`src/rtl/alu_nbit_pipe_if.sv`:
```
// alu_nbit_pipe_if
// Handshake and data bundle for the pipelined N-bit ALU.
//   master : operand producer / result consumer (drives operands, out_ready)
//   slave  : the ALU (drives in_ready, result and status flags)
// Signals:
//   in_valid, in_ready          operand handshake
//   op[1:0], binv, a_in, b_in   operation select and operands
//   out_valid, out_ready        result handshake
//   result, zero, carry, of     ALU result and status flags
interface alu_nbit_pipe_if #(
   parameter int WIDTH = 32
);
   logic             in_valid;
   logic             in_ready;
   logic [1:0]       op;
   logic             binv;
   logic [WIDTH-1:0] a_in;
   logic [WIDTH-1:0] b_in;
   logic             out_valid;
   logic             out_ready;
   logic [WIDTH-1:0] result;
   logic             zero;
   logic             carry;
   logic             of;

   modport master (
      output in_valid, op, binv, a_in, b_in, out_ready,
      input  in_ready, out_valid, result, zero, carry, of
   );

   modport slave (
      input  in_valid, op, binv, a_in, b_in, out_ready,
      output in_ready, out_valid, result, zero, carry, of
   );
endinterface

```
`src/rtl/alu_nbit_pipe.sv`:
```
// alu_nbit_pipe
// WIDTH-bit AND/OR/ADD/SUB/SLT ALU with a two-stage valid/ready pipeline.
// S1 registers the operands, S2 registers the result and flags; the adder
// and compare sit between them, so nothing from a_in/b_in reaches result
// combinationally. Up to two operations can be in flight.
// Ports:
//   clk   rising-edge clock
//   rst   synchronous active-high reset, clears both stages and outputs
//   bus   alu_nbit_pipe_if.slave (operand / result handshakes and flags)
// Optional feature macro: ALU_SLTU_EN
//   defined   : op 11 with binv=1 is signed SLT, binv=0 is unsigned SLTU
//   undefined : op 11 is always signed SLT, binv ignored for op 11
module alu_nbit_pipe #(
   parameter int WIDTH = 32
) (
   input logic          clk,
   input logic          rst,
   alu_nbit_pipe_if.slave bus
);
   localparam int MSB = WIDTH - 1;

   localparam logic [1:0] OP_AND    = 2'b00;
   localparam logic [1:0] OP_OR     = 2'b01;
   localparam logic [1:0] OP_ADDSUB = 2'b10;
   localparam logic [1:0] OP_SLT    = 2'b11;

   logic             s1_valid_q, s1_valid_d;
   logic [1:0]       s1_op_q, s1_op_d;
   logic             s1_binv_q, s1_binv_d;
   logic [WIDTH-1:0] s1_a_q, s1_a_d;
   logic [WIDTH-1:0] s1_b_q, s1_b_d;

   logic             s2_valid_q, s2_valid_d;
   logic [WIDTH-1:0] s2_result_q, s2_result_d;
   logic             s2_zero_q, s2_zero_d;
   logic             s2_carry_q, s2_carry_d;
   logic             s2_of_q, s2_of_d;

   logic             s2_load;
   logic             in_ready;
   logic             accept;

   logic             sub;
   logic [WIDTH-1:0] b_eff;
   logic [WIDTH:0]   sum;
   logic             ovf;
   logic             slt_bit;
   logic [WIDTH-1:0] alu_res;
   logic             arith;

   // Handshake: S2 frees up when empty or being consumed; S1 frees up when
   // empty or moving into S2. in_ready therefore depends on out_ready.
   always_comb begin
      s2_load  = s1_valid_q && (!s2_valid_q || bus.out_ready);
      in_ready = !s1_valid_q || s2_load;
      accept   = bus.in_valid && in_ready;
   end

   // Execute: shared adder, subtract for SUB and for both compares.
   always_comb begin
      sub     = ((s1_op_q == OP_ADDSUB) && s1_binv_q) || (s1_op_q == OP_SLT);
      b_eff   = s1_b_q ^ {WIDTH{sub}};
      sum     = {1'b0, s1_a_q} + {1'b0, b_eff} + {{WIDTH{1'b0}}, sub};
      ovf     = (s1_a_q[MSB] == b_eff[MSB]) && (sum[MSB] != s1_a_q[MSB]);
`ifdef ALU_SLTU_EN
      // Unsigned less-than is a borrow out of the subtract.
      slt_bit = s1_binv_q ? (sum[MSB] ^ ovf) : !sum[WIDTH];
`else
      slt_bit = sum[MSB] ^ ovf;
`endif
      unique case (s1_op_q)
         OP_AND:    alu_res = s1_a_q & s1_b_q;
         OP_OR:     alu_res = s1_a_q | s1_b_q;
         OP_ADDSUB: alu_res = sum[WIDTH-1:0];
         default:   alu_res = {{(WIDTH-1){1'b0}}, slt_bit};
      endcase
      // Flags only meaningful for the adder ops; logic ops report 0.
      arith   = s1_op_q[1];
   end

   always_comb begin
      s1_valid_d  = s1_valid_q;
      s1_op_d     = s1_op_q;
      s1_binv_d   = s1_binv_q;
      s1_a_d      = s1_a_q;
      s1_b_d      = s1_b_q;
      s2_valid_d  = s2_valid_q;
      s2_result_d = s2_result_q;
      s2_zero_d   = s2_zero_q;
      s2_carry_d  = s2_carry_q;
      s2_of_d     = s2_of_q;

      if (accept) begin
         s1_valid_d = 1'b1;
         s1_op_d    = bus.op;
         s1_binv_d  = bus.binv;
         s1_a_d     = bus.a_in;
         s1_b_d     = bus.b_in;
      end else if (s2_load) begin
         s1_valid_d = 1'b0;
      end

      // Result and flags only change on a load, so they hold during stalls.
      if (s2_load) begin
         s2_valid_d  = 1'b1;
         s2_result_d = alu_res;
         s2_zero_d   = (alu_res == '0);
         s2_carry_d  = arith & sum[WIDTH];
         s2_of_d     = arith & ovf;
      end else if (bus.out_ready) begin
         s2_valid_d  = 1'b0;
      end
   end

   always_ff @(posedge clk) begin
      if (rst) begin
         s1_valid_q  <= 1'b0;
         s1_op_q     <= 2'b00;
         s1_binv_q   <= 1'b0;
         s1_a_q      <= '0;
         s1_b_q      <= '0;
         s2_valid_q  <= 1'b0;
         s2_result_q <= '0;
         s2_zero_q   <= 1'b0;
         s2_carry_q  <= 1'b0;
         s2_of_q     <= 1'b0;
      end else begin
         s1_valid_q  <= s1_valid_d;
         s1_op_q     <= s1_op_d;
         s1_binv_q   <= s1_binv_d;
         s1_a_q      <= s1_a_d;
         s1_b_q      <= s1_b_d;
         s2_valid_q  <= s2_valid_d;
         s2_result_q <= s2_result_d;
         s2_zero_q   <= s2_zero_d;
         s2_carry_q  <= s2_carry_d;
         s2_of_q     <= s2_of_d;
      end
   end

   assign bus.in_ready  = in_ready;
   assign bus.out_valid = s2_valid_q;
   assign bus.result    = s2_result_q;
   assign bus.zero      = s2_zero_q;
   assign bus.carry     = s2_carry_q;
   assign bus.of        = s2_of_q;
endmodule

```
`src/flat_wrapper.sv`:
```
// flat-port wrapper written by rule: the top's interface ports become plain ports
module alu_nbit_pipe_flat 
#(
   parameter int WIDTH = 32
)
  (clk, rst, bus_in_valid, bus_op, bus_binv, bus_a_in, bus_b_in, bus_out_ready, bus_in_ready, bus_out_valid, bus_result, bus_zero, bus_carry, bus_of);
  alu_nbit_pipe_if #(.WIDTH(WIDTH)) bus_i ();
  input logic clk;
  input logic rst;
  input wire logic [$bits(bus_i.in_valid)-1:0] bus_in_valid;
  input wire logic [$bits(bus_i.op)-1:0] bus_op;
  input wire logic [$bits(bus_i.binv)-1:0] bus_binv;
  input wire logic [$bits(bus_i.a_in)-1:0] bus_a_in;
  input wire logic [$bits(bus_i.b_in)-1:0] bus_b_in;
  input wire logic [$bits(bus_i.out_ready)-1:0] bus_out_ready;
  output wire logic [$bits(bus_i.in_ready)-1:0] bus_in_ready;
  output wire logic [$bits(bus_i.out_valid)-1:0] bus_out_valid;
  output wire logic [$bits(bus_i.result)-1:0] bus_result;
  output wire logic [$bits(bus_i.zero)-1:0] bus_zero;
  output wire logic [$bits(bus_i.carry)-1:0] bus_carry;
  output wire logic [$bits(bus_i.of)-1:0] bus_of;
  assign bus_i.in_valid = bus_in_valid;
  assign bus_i.op = bus_op;
  assign bus_i.binv = bus_binv;
  assign bus_i.a_in = bus_a_in;
  assign bus_i.b_in = bus_b_in;
  assign bus_i.out_ready = bus_out_ready;
  assign bus_in_ready = bus_i.in_ready;
  assign bus_out_valid = bus_i.out_valid;
  assign bus_result = bus_i.result;
  assign bus_zero = bus_i.zero;
  assign bus_carry = bus_i.carry;
  assign bus_of = bus_i.of;
  alu_nbit_pipe #(.WIDTH(WIDTH)) u_core (.clk(clk), .rst(rst), .bus(bus_i));
endmodule
```
`config.mk`:
```
export PLATFORM = sky130hd
export DESIGN_NAME = alu_nbit_pipe_flat
export DESIGN_NICKNAME = d
export VERILOG_FILES = /design/src/rtl/alu_nbit_pipe_if.sv /design/src/rtl/alu_nbit_pipe.sv /design/src/flat_wrapper.sv
export SDC_FILE = /design/constraint.sdc
export NUM_CORES = 1
export LEC_CHECK = 0
export BUFFER_PORTS_ARGS = -buffer_cell sky130_fd_sc_hd__buf_2
export CAP_MARGIN = 25
export CORE_ASPECT_RATIO = 1.4
export CORE_MARGIN = 10
export CORE_UTILIZATION = 40
export DETAILED_ROUTE_END_ITERATION = 6
export PLACE_DENSITY = 0.66
export SLEW_MARGIN = 20
export SYNTH_ARGS = -nofsm -noshare
export SYNTH_HDL_FRONTEND = slang
export SYNTH_SLANG_ARGS = --single-unit
```
`constraint.sdc`:
```
create_clock -name clk -period 6 [get_ports clk]
set_input_delay 0.6 -clock clk [delete_from_list [all_inputs] [get_ports clk]]
set_output_delay 0.6 -clock clk [all_outputs]
set_load 0.01 [all_outputs]
```
==> Yosys cells after proc, flatten, opt, wreduce, memory -nomap -nowiden <==
Index checks and enable logic that the tools add are counted.
{ "totals": {"register_bits": 104, "in_bits": 71, "output_inout_bits": 37, "wordCells": 41} }
{ "classes": {"addsub": 2, "n_eq_ne": 5, "n_mux": 5, "bitwise_logic": 6, "n_reduce_logical": 13} }
{ "ops": {"columns": ["operator", "n"], "rows": [
  ["$pmux 32 s3", 1],
  ["$add 32x32->33", 1],
  ["$add 33x1->33", 1],
  ["$and 32x32->32", 1],
  ["$logic_not 32->1", 1],
  ["$or 32x32->32", 1],
  ["$xor 32x32->32", 1],
  ["$eq 2x2->1 const B", 2],
  ["$logic_and 1x1->1", 4],
  ["$mux 1", 4],
  ["$reduce_bool 2->1", 2],
  ["$logic_or 1x1->1", 3],
  ["$and 1x1->1", 2],
  ["$eq 2x1->1 const B", 1],
  ["$logic_not 1->1", 2],
  ["$logic_not 2->1", 1],
  ["$eq 1x1->1", 1],
  ["$ne 1x1->1", 1],
  ["$xor 1x1->1", 1]
]} }

==> Logic depth before layout (Yosys ltp) <==
{ "logic_depth": {"word_depth": 11, "depth_mapped": 25, "depth_no_buf": 23} }

==> Least setup slack after synthesis <==
No wires, ideal clock.
{ "synth_timing": {"kind": "reg-to-reg", "start": "register u_core.s1_op_q[0]", "end": "register u_core.s2_zero_q, in the netlist u_core.bus.zero", "setup_time_ps": 96, "arrival_time_ps": 4769, "required_time_ps": 5904, "path_slack_ps": 1136, "stages_incl_launch_ff": 26, "path_buffers": 2, "synth_period_minus_slack_ps": 4864, "path_cell_list": "dfxtp_1 o21ai_2 buf_1 xnor2_1 ha_1 buf_2 nand4_1 or2_1 a21oi_1 nand3_1 a21oi_2 a311oi_1 nor2b_1 o21ai_0 nand2b_1 a21oi_1 fa_1 mux4_2 nor2_1 nand4_1 nor4_1 o2111a_1 and4_1 and4b_1 nand4_1 o41ai_2"} }
{ "synth_between": {"elab_chain_cells": 11, "word_cells_on_any_way": 15, "classes_between": "add/sub (2); eq/ne (5); mux (1); bitwise (2); reduce/logical (5)"} }
{ "synth_lines": {"columns": ["element", "line", "source"], "rows": [
  ["start, declared", "alu_nbit_pipe.sv:28", "logic [1:0] s1_op_q, s1_op_d;"],
  ["start signal, assigned", "alu_nbit_pipe.sv:129", "s1_op_q <= s1_op_d;"],
  ["$eq 2x2->1", "alu_nbit_pipe.sv:61, alu_nbit_pipe.sv:71", null],
  ["$logic_and 1x1->1", "alu_nbit_pipe.sv:61", "sub = ((s1_op_q == OP_ADDSUB) && s1_binv_q) || (s1_op_q == OP_SLT);"],
  ["$logic_or 1x1->1", "alu_nbit_pipe.sv:61", null],
  ["$xor 32x32->32", "alu_nbit_pipe.sv:62", "b_eff = s1_b_q ^ {WIDTH{sub}};"],
  ["$add 32x32->33", "alu_nbit_pipe.sv:63", "sum = {1'b0, s1_a_q} + {1'b0, b_eff} + {{WIDTH{1'b0}}, sub};"],
  ["$add 33x1->33", "alu_nbit_pipe.sv:63", null],
  ["$ne 1x1->1", "alu_nbit_pipe.sv:64", "ovf = (s1_a_q[MSB] == b_eff[MSB]) && (sum[MSB] != s1_a_q[MSB]);"],
  ["$logic_and 1x1->1", "alu_nbit_pipe.sv:64", null],
  ["$xor 1x1->1", "alu_nbit_pipe.sv:69", "slt_bit = sum[MSB] ^ ovf;"],
  ["$pmux 32 s3 (*)", "alu_nbit_pipe.sv:71", "unique case (s1_op_q)"],
  ["$logic_not 32->1 (*)", "alu_nbit_pipe.sv:107", "s2_zero_d = (alu_res == '0);"],
  ["end signal, assigned", "alu_nbit_pipe.sv:135", "s2_zero_q <= s2_zero_d;"],
  ["end, declared", "alu_nbit_pipe.sv:35", "logic s2_zero_q, s2_zero_d;"]
]} }
Mark *: on every way between the ends. The rest lies on a longest branch, timed or not.
A chain may end at the register's enable or synchronous reset.

==> Worst setup path after layout <==
{ "layout_timing": {"start": "register u_core.s1_binv_q", "end": "register u_core.s2_zero_q, in the netlist u_core.bus.zero"} }
{ "layout_between": {"elab_chain_cells": 10, "word_cells_on_any_way": 11, "classes_between": "add/sub (2); eq/ne (2); mux (1); bitwise (2); reduce/logical (4)"} }
{ "layout_lines": {"columns": ["element", "line", "source"], "rows": [
  ["start, declared", "alu_nbit_pipe.sv:29", "logic s1_binv_q, s1_binv_d;"],
  ["start signal, assigned", "alu_nbit_pipe.sv:130", "s1_binv_q <= s1_binv_d;"],
  ["$logic_and 1x1->1 (*)", "alu_nbit_pipe.sv:61", null],
  ["$logic_or 1x1->1 (*)", "alu_nbit_pipe.sv:61", null],
  ["$xor 32x32->32", "alu_nbit_pipe.sv:62", null],
  ["$add 32x32->33", "alu_nbit_pipe.sv:63", null],
  ["$add 33x1->33", "alu_nbit_pipe.sv:63", null],
  ["$ne 1x1->1", "alu_nbit_pipe.sv:64", null],
  ["$logic_and 1x1->1", "alu_nbit_pipe.sv:64", null],
  ["$xor 1x1->1", "alu_nbit_pipe.sv:69", null],
  ["$pmux 32 s3 (*)", "alu_nbit_pipe.sv:71", null],
  ["$logic_not 32->1 (*)", "alu_nbit_pipe.sv:107", null]
]} }
Marked as above.

==> reports/metrics.cfg <==
[clocking]
post-cts-setup-buffers = 0
hold_buffers = 0
cts_tree = yes
htree_levels = 3
cts_resized = 0
clkTransAtPathRegs_ns = 0.07
clock_latency_ns = 0.36
cts-root-buf = clkbuf_16
numCtsBuffers = 9
clk_path_buf_depth = 2
cts_sinks = 104

[setup_path]
path_max_fanout = 19
critPathLaunchType = register
arrival_ns = 5.66
worstSetupPathType = register to register
required_ns = 6.27
endpoint_kind = register

[logic_synthesis]
yosys_warnings = 0
synth_cell_types = 79
syn_nets = 994
syn_avg_cell_area_sq_um = 7.65
synthesis.area_sq_um = 6750
async_flop_share_pct = 0
ys_ff_latch = 104
syn_inst = 882
yosysSeqAreaShare_pct = 30.8
synth_edf_count = 0
synthFlopType = dfxtp_1

[min_path]
holdCritPathClass = register to register

[sta]
max_clock_freq_mhz = 185
skew_ns = 0.00895
rsz0062_at_grt = false
slew_headroom_pct = 42.4
tns_ns = 0
hold_violations = 0
tightest_slew_ns = 0.863
post-route-min-period_ns = 5.39
post-route-period-util_pct = 89.9
finalSetupViolations = 0
setup_slack_ns = 0.606
maxSlewViolCount = 0

[drt]
detailroute.wirelength.met2_microns = 10000
drt-met1-wl_microns = 9320
first_iter_violations = 485
drtPass1Iterations = 5
wl_per_cell_microns = 17.9
drc = 0
vias_per_cell = 5.51
drtAntennaViolNets = 0
drt_wl_total_microns = 20800
top_layer = met4
wl_met3_microns = 977
via_count = 6408

[layout]
antennaDiodeCount = 0
nNetsFinal = 1069
syn2layout_area_growth_pct = 14.3
multi_input_area_sq_um = 4390
design_area_sq_um = 7710
final_cells = 1163
register_area_sq_um = 2080
fill_cells = 1758
drive_above_1_share_pct = 16.3

[placement]
dp_cells = 1149
place_congestion = 0.948
post_dp_cell_area_sq_um = 7400
place_ws_ns = 0.630
place_hpwl_microns = 15800
numPortBuffers = 107

[pwr]
pwr-share-comb_pct = 21.5
powerDensity_nw_per_um2 = 232
vdd_drop_max_mv = 0.113
swShare_pct = 29.8
clkPwrFrac_pct = 35.6
power_frac_seq_pct = 42.9
p_leak_nw = 3.25
p_int_w = 0.00126
p_sw_w = 0.000534

[global_routing]
grt_pass1_wl_microns = 32600
grt_usage_pct = 17.9
grt_remaining_overflow = 0
antenna_found_initial = 0
grt_pass1_vias = 5995
grt_max_degree = 68

[floorplanning]
rows = 56
die_y_microns = 174
core_sq_um = 16700
dieWidth_microns = 130
ios = 108
start_util_pct = 40.5
die_area_sq_um = 22500

[run]
maxCapViolCount = 0

[outcome]
outcome = complete, no violations

==> cells in the mapped netlist (4+ instances only) <==
library cell | instances | area (sq um)
nor2_1 | 65 | 244
nor2b_1 | 6 | 37.5
o21ai_1 | 6 | 30.0
nand2_1 | 185 | 694
nor3_1 | 17 | 85.1
dfxtp_1 | 104 | 2080
nand4_1 | 9 | 56.3
o21ai_0 | 28 | 140
ha_1 | 39 | 488
or3_1 | 7 | 43.8
clkbuf_1 | 34 | 128
and3_1 | 6 | 37.5
buf_2 | 6 | 30.0
o21a_1 | 8 | 60.1
maj3_1 | 20 | 200
xnor2_1 | 37 | 324
a21oi_1 | 117 | 586
buf_4 | 6 | 45.0
mux2i_1 | 6 | 60.1
nand2b_1 | 6 | 37.5
o21bai_1 | 5 | 37.5
nand3_1 | 9 | 45.0
a311oi_1 | 8 | 70.1
a22oi_1 | 5 | 37.5
o31ai_1 | 5 | 37.5
buf_1 | 7 | 26.3
a21o_1 | 12 | 90.1
a31oi_1 | 6 | 37.5
xor2_1 | 10 | 87.6
a211oi_1 | 22 | 165
inv_1 | 12 | 45.0
nor4_1 | 4 | 25.0
==> final timing paths <==
path                                         to  depth (start not counted)  slack [ns]                                from
max                u_core.bus.zero$_SDFFE_PP0P_                         23        0.61       u_core.s1_binv_q$_SDFFE_PP0P_
min          u_core.bus.result[30]$_SDFFE_PP0P_                          2        0.45  u_core.bus.result[30]$_SDFFE_PP0P_
max reg2reg        u_core.bus.zero$_SDFFE_PP0P_                         23        0.61       u_core.s1_binv_q$_SDFFE_PP0P_
min reg2reg  u_core.bus.result[30]$_SDFFE_PP0P_                          2        0.45  u_core.bus.result[30]$_SDFFE_PP0P_
==> final cells by class <==
type | instances | area share, %
multi-input combinational | 710 | 56.9
sequential | 104 | 27.0
timing repair buffer | 119 | 8.11
tap | 203 | 3.29
clock buffer | 11 | 3.15
clock inverter | 3 | 0.876
inverter | 13 | 0.633
==> cell families (layout without fill, tap and decap cells) <==
logic type / after synthesis / count (layout) / synth area share [%]
fa+ha+maj: 61 / 61 / 10.8
flops: 104 / 104 / 30.8
xor+xnor: 47 / 47 / 6.10
simple gates: 333 / 333 / 21.7
mux: 7 / 7 / 1.22
buf+inv: 68 / 146 / 4.39
compound gates: 262 / 262 / 24.9
==> power by group through the flow <==
stage / clock (W) / sequential, W / combinational (W)
after floorplan: 0 / 0.000781 / 0.000267
after global placement: 0 / 0.000784 / 0.000380
after detailed placement: 0 / 0.000785 / 0.000383
after CTS: 0.000652 / 0.000769 / 0.000386
after global routing: 0.000677 / 0.000775 / 0.000428
final: 0.000637 / 0.000769 / 0.000385
==> worst max-delay path: stages, from the launching register on <==
cell	delay, ns
dfxtp_1	0.33
o21ai_4	0.65
xnor2_1	0.14
ha_1	0.46
nand4_1	0.15
or2_1	0.28
o22ai_1	0.21
nor3_1	0.09
a21oi_2	0.22
a311oi_1	0.17
nor2b_1	0.12
o21ai_0	0.07
nand2b_1	0.09
a21oi_1	0.10
fa_1	0.37
mux4_2	0.47
nor2_1	0.10
nand4_1	0.11
nor4_1	0.26
o2111a_1	0.21
and4_1	0.19
and4b_1	0.18
nand4_1	0.10
o41ai_2	0.20
==> state kept, by name (all words and copies together) (netlist names) <==
| signal | count |
|---|---|
| u_core.s1_binv_q | 1 |
| u_core.s1_a_q | 32 |
| u_core.s1_op_q | 2 |
| u_core.bus.of | 1 |
| u_core.bus.zero | 1 |
| u_core.s1_b_q | 32 |
| u_core.bus.result | 32 |
| u_core.bus.out_valid | 1 |
| u_core.s1_valid_q | 1 |
| u_core.bus.carry | 1 |
==> layout by cell type, fill, tap and decap left out, types with 7 or more instances in the layout <==
cell type	instances
a211oi_1	22
a21o_1	12
a21oi_1	117
a311oi_1	8
buf_2	107
buf_4	12
clkbuf_16	9
dfxtp_1	104
ha_1	39
inv_1	12
maj3_1	20
nand2_1	184
nand3_1	9
nand4_1	9
nor2_1	64
nor3_1	17
o21a_1	8
o21ai_0	28
or3_1	7
xnor2_1	37
xor2_1	10
==> routing by layer <==
metal,global-route usage [%],vias to the layer above
met4,5.59,0
met2,29.6,164
met5,0,-
li1,-,3284
met1,22.9,2929
met3,3.34,31
==> stage by stage <==
stage / hold WS (ns) / power [W] / utilization [%]
global route: 0.477 / 0.00188 / 46.2
detailed placement: 0.442 / 0.00117 / 44.4
floorplan: 0.450 / 0.00105 / -
global placement: 0.439 / 0.00116 / 44.4
CTS: 0.450 / 0.00181 / 46.2
finish: 0.450 / 0.00179 / 46.2
Note: power is estimated with default switching activity, not from simulation.
